`config.mk`:
```
export PLATFORM = sky130hd
export DESIGN_NAME = alk_step_seq
export DESIGN_NICKNAME = d
export VERILOG_FILES = /design/src/rtl/alk_pkg.sv /design/src/rtl/alk_step_seq.sv
export SDC_FILE = /design/constraint.sdc
export NUM_CORES = 1
export LEC_CHECK = 0
export CORE_ASPECT_RATIO = 1.2
export CORE_MARGIN = 5
export CORE_UTILIZATION = 39
export DETAILED_ROUTE_END_ITERATION = 8
export PLACE_DENSITY = 0.77
export SYNTH_ARGS = -nofsm -noshare
export SYNTH_HDL_FRONTEND = slang
export SYNTH_SLANG_ARGS = --single-unit
```
`constraint.sdc`:
```
create_clock -name clk_h -period 1.75 [get_ports clk_h]
set_clock_uncertainty 0.2 [all_clocks]
set_input_delay 0.35 -clock clk_h [delete_from_list [all_inputs] [get_ports clk_h]]
set_output_delay 0.35 -clock clk_h [all_outputs]
set_load 0.05 [all_outputs]
```
`src/rtl/alk_pkg.sv`:
```
// Shared encodings for the ALK ALU step sequencer: ALU micro-op codes,
// operation selects and the sequencer state encoding.
package alk_pkg;

  typedef enum logic [3:0] {
    SUB     = 4'b0000,
    SUB_SL  = 4'b0011,
    ADD     = 4'b0100,
    ADD_SL  = 4'b0111,
    ADD_SR  = 4'b0110,
    PASS_SR = 4'b1010
  } alu_code_t;

  typedef enum logic [1:0] {
    OP_NONE = 2'b00,
    OP_MUL  = 2'b01,
    OP_DIV  = 2'b10,
    OP_RSVD = 2'b11
  } op_t;

  typedef enum logic [1:0] {
    ST_IDLE = 2'b00,
    ST_STEP = 2'b01,
    ST_FIX  = 2'b10,
    ST_DONE = 2'b11
  } state_t;

endpackage

```
`src/rtl/alk_step_seq.sv`:
```
// Multi-cycle step sequencer for the ALK ALU. While busy it overrides the
// microsequencer ALU field with shift-and-add multiply or non-restoring
// divide micro-ops, one per non-stalled cycle.
module alk_step_seq
  import alk_pkg::*;
#(
  parameter int MAX_STEPS = 32,
  parameter int CNT_W     = 6
) (
  input  logic             clk_h,
  input  logic             reset_l,
  input  logic             start_h,
  input  logic [1:0]       op_h,
  input  logic [CNT_W-1:0] count_h,
  input  logic             mul_bit_h,
  input  logic             sign_h,
  input  logic             stall_l,
  input  logic             abort_h,
  output logic [3:0]       alu_h,
  output logic             long_lit_l,
  output logic             alu_valid_h,
  output logic             q_bit_h,
  output logic             busy_h,
  output logic             done_h,
  output logic [CNT_W-1:0] step_h
);

  state_t           state_q;
  logic [1:0]       op_q;
  logic [CNT_W-1:0] step_q;
  logic             first_q;
  logic [CNT_W-1:0] load_cnt;
  logic             legal_op;
  alu_code_t        alu_code;

  // Requests beyond MAX_STEPS are clamped rather than truncated.
  function automatic logic [CNT_W-1:0] sat_count(input logic [CNT_W-1:0] c);
    if (32'(c) > 32'(MAX_STEPS))
      return CNT_W'(MAX_STEPS);
    else
      return c;
  endfunction

  assign load_cnt = sat_count(count_h);
  assign legal_op = (op_h == OP_MUL) || (op_h == OP_DIV);

  // Sequencer FSM, step counter and latched operation.
  always_ff @(posedge clk_h or negedge reset_l) begin
    if (!reset_l) begin
      state_q <= ST_IDLE;
      op_q    <= OP_MUL;
      step_q  <= '0;
      first_q <= 1'b0;
    end else if (abort_h) begin
      // Abort wins over stall and over a coincident start; no done pulse.
      state_q <= ST_IDLE;
      step_q  <= '0;
      first_q <= 1'b0;
    end else begin
      case (state_q)
        ST_IDLE: begin
          if (stall_l && start_h && legal_op) begin
            op_q    <= op_h;
            step_q  <= load_cnt;
            first_q <= 1'b1;
            state_q <= (load_cnt == '0) ? ST_DONE : ST_STEP;
          end
        end
        ST_STEP: begin
          if (stall_l) begin
            first_q <= 1'b0;
            if (step_q != '0)
              step_q <= step_q - CNT_W'(1);
            if (step_q <= CNT_W'(1))
              // A negative final remainder needs one restoring add.
              state_q <= ((op_q == OP_DIV) && sign_h) ? ST_FIX : ST_DONE;
          end
        end
        ST_FIX: begin
          if (stall_l)
            state_q <= ST_DONE;
        end
        ST_DONE: begin
          // The completion pulse is never stretched by a stall.
          state_q <= ST_IDLE;
        end
        default: state_q <= ST_IDLE;
      endcase
    end
  end

  // Micro-op code mux; follows live sign/multiplier bits even when stalled.
  always_comb begin
    alu_code    = ADD;
    alu_valid_h = 1'b0;
    q_bit_h     = 1'b0;
    case (state_q)
      ST_STEP: begin
        alu_valid_h = 1'b1;
        if (op_q == OP_MUL) begin
          alu_code = mul_bit_h ? ADD_SR : PASS_SR;
        end else if (first_q) begin
          alu_code = SUB_SL;
        end else begin
          alu_code = sign_h ? ADD_SL : SUB_SL;
          q_bit_h  = ~sign_h;
        end
      end
      ST_FIX: begin
        alu_code    = ADD;
        alu_valid_h = 1'b1;
      end
      default: ;
    endcase
  end

  assign alu_h      = alu_code;
  assign long_lit_l = 1'b1;
  assign busy_h     = (state_q != ST_IDLE);
  assign done_h     = (state_q == ST_DONE);
  assign step_h     = step_q;

endmodule

```
# After elaboration in Yosys (flattened, before gate mapping)
# Cells that the tools add are included.
# totals
reg_bits	11
word_cells	62
# classes
mux	27
n_addsub	1
eq_ne	12
n_reduce_logical	14
bitwise	2
n_lt_le_gt_ge	2
# op_table
operator	count
$mux 6	5
$ne 3x3->1 const B	5
$mux 2	6
$mux 4	3
$pmux 6 s2	1
$eq 2x2->1 const B	4
$mux 1	8
$pmux 2 s4	1
$reduce_and 4->1	2
$eq 2x1->1 const B	3
$gt 6x6->1 const B	1
$le 6x1->1 const B	1
$logic_not 6->1	1
$mux 3	2
$reduce_and 3->1	2
$reduce_bool 6->1	1
$sub 6x1->6 const B	1
$logic_and 1x1->1	3
$reduce_bool 3->1	1
$logic_not 2->1	1
$not 1->1	2
$pmux 1 s2	1
$reduce_bool 2->1	1
$reduce_or 2->1	1
$logic_or 1x1->1	1

# Logic depth before layout (Yosys ltp)
# depth
word_depth	7
mapped_depth	7

# Worst setup path before layout
# Ideal clock, no wire load.
# synth_timing
path_type	register to output
start	register state_q[1]
end	output alu_h[2]
path_buffers	1
t_arrival_ns	3.041
path_stages_with_launch	7
slack_ns	-1.841
path_cell_list	dfrtp_1 > inv_1 > ha_1 > buf_4 > inv_1 > nor3_1 > a21oi_1
# synth_between
elab_chain_len	2
# synth_rtl
element	line_no	text
from (decl)	alk_step_seq.sv:28	state_t state_q;
from (signal assigned)	alk_step_seq.sv:66	state_q <= (load_cnt == '0) ? ST_DONE : ST_STEP;
from (signal assigned)	alk_step_seq.sv:76	state_q <= ((op_q == OP_DIV) && sign_h) ? ST_FIX : ST_DONE;
$eq 2x1->1	alk_step_seq.sv:97	case (state_q)
$mux 4	alk_step_seq.sv:97	
to (decl)	alk_step_seq.sv:19	output logic [3:0] alu_h,
# No other way between the ends.

# Worst setup path after layout
# layout_timing
start	register state_q[1]
end	output q_bit_h
# layout_between
elab_chain_len	2
# layout_rtl
element	line_no	text
$eq 2x1->1	alk_step_seq.sv:97	
$mux 1	alk_step_seq.sv:97	
to (decl)	alk_step_seq.sv:22	output logic q_bit_h,
# No other way between the ends.

==> impl_metrics.py <==
metrics = {
    "global_routing": {
        "grt_max_degree": 12,
        "grt-ovfl-total": 0,
        "grt_usage_pct": 20.5,
        "antenna_found_initial": 0,
        "grt_pass1_vias": 1109,
        "grt_pass1_wl_um": 4860,
    },
    "layout": {
        "area_delta_synth_final_pct": 121,
        "fin_cells": 191,
        "drive_gt1_share_pct": 57.8,
        "fin_area_mm2": 0.00183,
        "post-route-util_pct": 89.1,
        "nets": 184,
        "insertedDiodeCount": 0,
    },
    "power_and_ir_drop": {
        "power.density_mw_per_mm2": 1250,
        "vdd_drop_max_mv": 0.872,
        "power.leakage_nw": 0.780,
        "power_frac_clock_pct": 8.3,
        "power.sequential.fraction_pct": 16.1,
        "finalPower_mw": 2.28,
        "intPower_mw": 1.29,
        "p_switching_mw": 0.995,
        "switching_share_pct": 43.6,
        "combPwrFrac_pct": 75.7,
    },
    "synthesis": {
        "synth_warnings": 0,
        "synth_top_area_share_pct": 30.3,
        "synth-seq-area-share_pct": 33.5,
        "syn_avg_cell_area_um2": 9.18,
        "synth_area_leader_cell": "dfrtp_1",
        "syn_area_um2": 826,
        "synth_seq_cells": 11,
        "synth_area_leaders": "dfrtp_1, ha_1, o2bb2ai_1",
        "synthCells": 90,
        "synth_nets": 112,
        "yosysUniqueCellTypes": 36,
    },
    "placement": {
        "place_ws_ns": -0.439,
        "numPlacedInstances": 178,
        "dpl.hpwl_um": 2180,
        "io_buffers": 28,
        "place_area_mm2": 0.00158,
        "gp_congestion": 0.863,
    },
    "setup_path": {
        "cp_max_fo": 3,
        "worstPathRequired_ns": 1.20,
        "ff2ff_path_depth": 8,
        "startpoint_type": "flop",
        "arrival_ns": 1.56,
        "cp-end-kind": "primary output",
        "criticalPathCategory": "reg -> out",
    },
    "die": {
        "dieArea_mm2": 0.00314,
        "die_w_um": 52.0,
        "io_pins": 30,
        "coreArea_mm2": 0.00205,
        "initial_core_util_pct": 40.3,
        "die_y_um": 60.4,
        "num_rows": 18,
    },
    "min_path": {
        "hold_class": "in -> async",
    },
    "drt": {
        "routed_wl_um": 3660,
        "drc": 0,
        "viasPerCell": 5.73,
        "drtIter0Drc": 33,
        "drt_first_pass_iters": 4,
        "vias": 1094,
        "final_antenna_net_count": 0,
        "post_drt_wl_per_cell_um": 19.1,
    },
    "clocking": {
        "clk_pin_slew_ns": 0.08,
        "h-tree-depth": 1,
        "clkLatencyLatePin_ns": 0.28,
        "cts_inserted_buffers": 3,
        "cts_sinks": 11,
        "clockBufferDepth": 2,
        "tritoncts": "yes",
        "cts-root-buf": "clkbuf_4",
    },
    "sta": {
        "finalSetupViolCount": 19,
        "min_period_over_period_pct": 120,
        "hold_viol": 0,
        "final.setup.worst_slack_ns": -0.357,
        "rsz0062_at_grt": "true",
        "finalSetupTns_ns": -4.79,
        "max_freq_ghz": 0.475,
        "tightest_slew_ns": 0.527,
        "drv_slew": 0,
        "fin_crit_ns": 2.11,
        "hold_ws_ns": 0.210,
        "maxSlewHeadroom_pct": 64.7,
    },
    "status": {
        "violations": "negative setup slack",
        "status": "finished with violations",
    },
    "run": {
        "maxCapViolations": 0,
    },
}
-- area by class of cell --
type,instances,area [um2]
sequential,11,283
tap,30,37.5
fill,85,223
inverter,9,37.5
clock buffer,4,26.3
multi-input combinational,68,692
timing repair buffer,69,751
-- synthesized netlist by cell type --
cell / count
dfrtp_1: 10
nor2b_1: 2
a31o_1: 1
a22oi_1: 2
mux2i_1: 1
a31o_2: 1
inv_1: 9
or4_4: 1
dfstp_2: 1
nand3_1: 1
a211oi_1: 1
or4_1: 1
nor3_1: 1
and3_1: 2
nand4b_1: 1
xor2_1: 3
conb_1: 1
o31ai_1: 3
nand4_1: 1
mux2_2: 1
a2111o_1: 1
nor3b_1: 2
nand2b_1: 2
o21a_1: 1
nor4_1: 2
buf_4: 2
a311o_1: 1
nand2_1: 2
o2bb2ai_1: 6
o21ai_0: 1
ha_1: 7
and2_1: 1
nor2_1: 6
or3_1: 1
a31oi_1: 5
a21oi_1: 6
-- flip-flops by register name, summed over array words and instances, names as in the netlist --
signal / count
step_h: 6
state_q: 2
op_q: 2
first_q: 1
-- power groups by stage --
stage | combinational (mW) | sequential [mW] | clock, mW
after floorplan | 0.676 | 0.410 | 0
after global placement | 1.40 | 0.353 | 0
after detailed placement | 1.43 | 0.354 | 0
after CTS | 1.52 | 0.354 | 0.181
after global routing | 1.80 | 0.373 | 0.198
final | 1.73 | 0.367 | 0.189
-- routing by layer --
layer / vias to the layer above / track usage (%) / wire [um]
li1: 477 / - / -
met1: 529 / 23.5 / 1340
met2: 70 / 36.1 / 1890
met3: 18 / 4.42 / 245
met4: 0 / 9.36 / 174
met5: - / 0 / 0
-- cells by family (layout without fill, tap and decap cells) --
family,after synthesis,count (layout),synth area share (%)
flip-flops,11,11,33.5
multiplexers,2,2,2.58
AND/OR/NAND/NOR,26,26,18.3
XOR/XNOR,3,3,3.18
AO/OA/AOI/OAI,29,29,25.5
other,1,1,0.454
buffers and inverters,11,82,5.91
adder cells (fa/ha/maj),7,7,10.6
-- layout by cell type (no fill, tap or decap), types with 2 or more instances in the layout --
master           instances
and3_1                   2
a21oi_1                  5
inv_2                    3
inv_1                    5
ha_1                     2
buf_4                   35
nand2_1                  2
clkdlybuf4s50_1         11
o2bb2ai_2                3
a31oi_1                  3
o31ai_1                  2
o2bb2ai_1                3
buf_6                    6
dfrtp_1                  5
nor2_1                   5
buf_12                  14
xor2_1                   2
dlygate4sd2_1            2
dfrtp_2                  5
nand2b_1                 2
clkbuf_4                 3
ha_4                     5
-- path summary, 6_finish.rpt --
path	endpoint	from	slack, ns
max in group asynchronous	step_h[1]	reset_l	0.75
setup / recovery	q_bit_h	state_q[1]	-0.36
min in group clk_h	op_q[0]	op_q[0]	0.33
hold reg to reg	op_q[0]	op_q[0]	0.33
setup reg to reg	step_h[3]	state_q[0]	-0.34
hold / removal	state_q[1]	reset_l	0.21
-- worst max-delay path, cell delays in order, from the launching register on --
cell     delay (ns)
dfrtp_1        0.40
inv_2          0.11
ha_4           0.17
and2_4         0.17
nor3b_4        0.26
buf_12         0.17
-- what timing repair did --
action / 4_1_cts / 5_1_grt
gates resized for setup: 13 / 19
buffers inserted: 4 / 7
pin swaps: 5 / 7
endpoints found under the setup margin: 17 / 19
hold buffers: 0 / 0
cloned: 0 / 0
No activity file was read; power rests on OpenSTA's default activity.
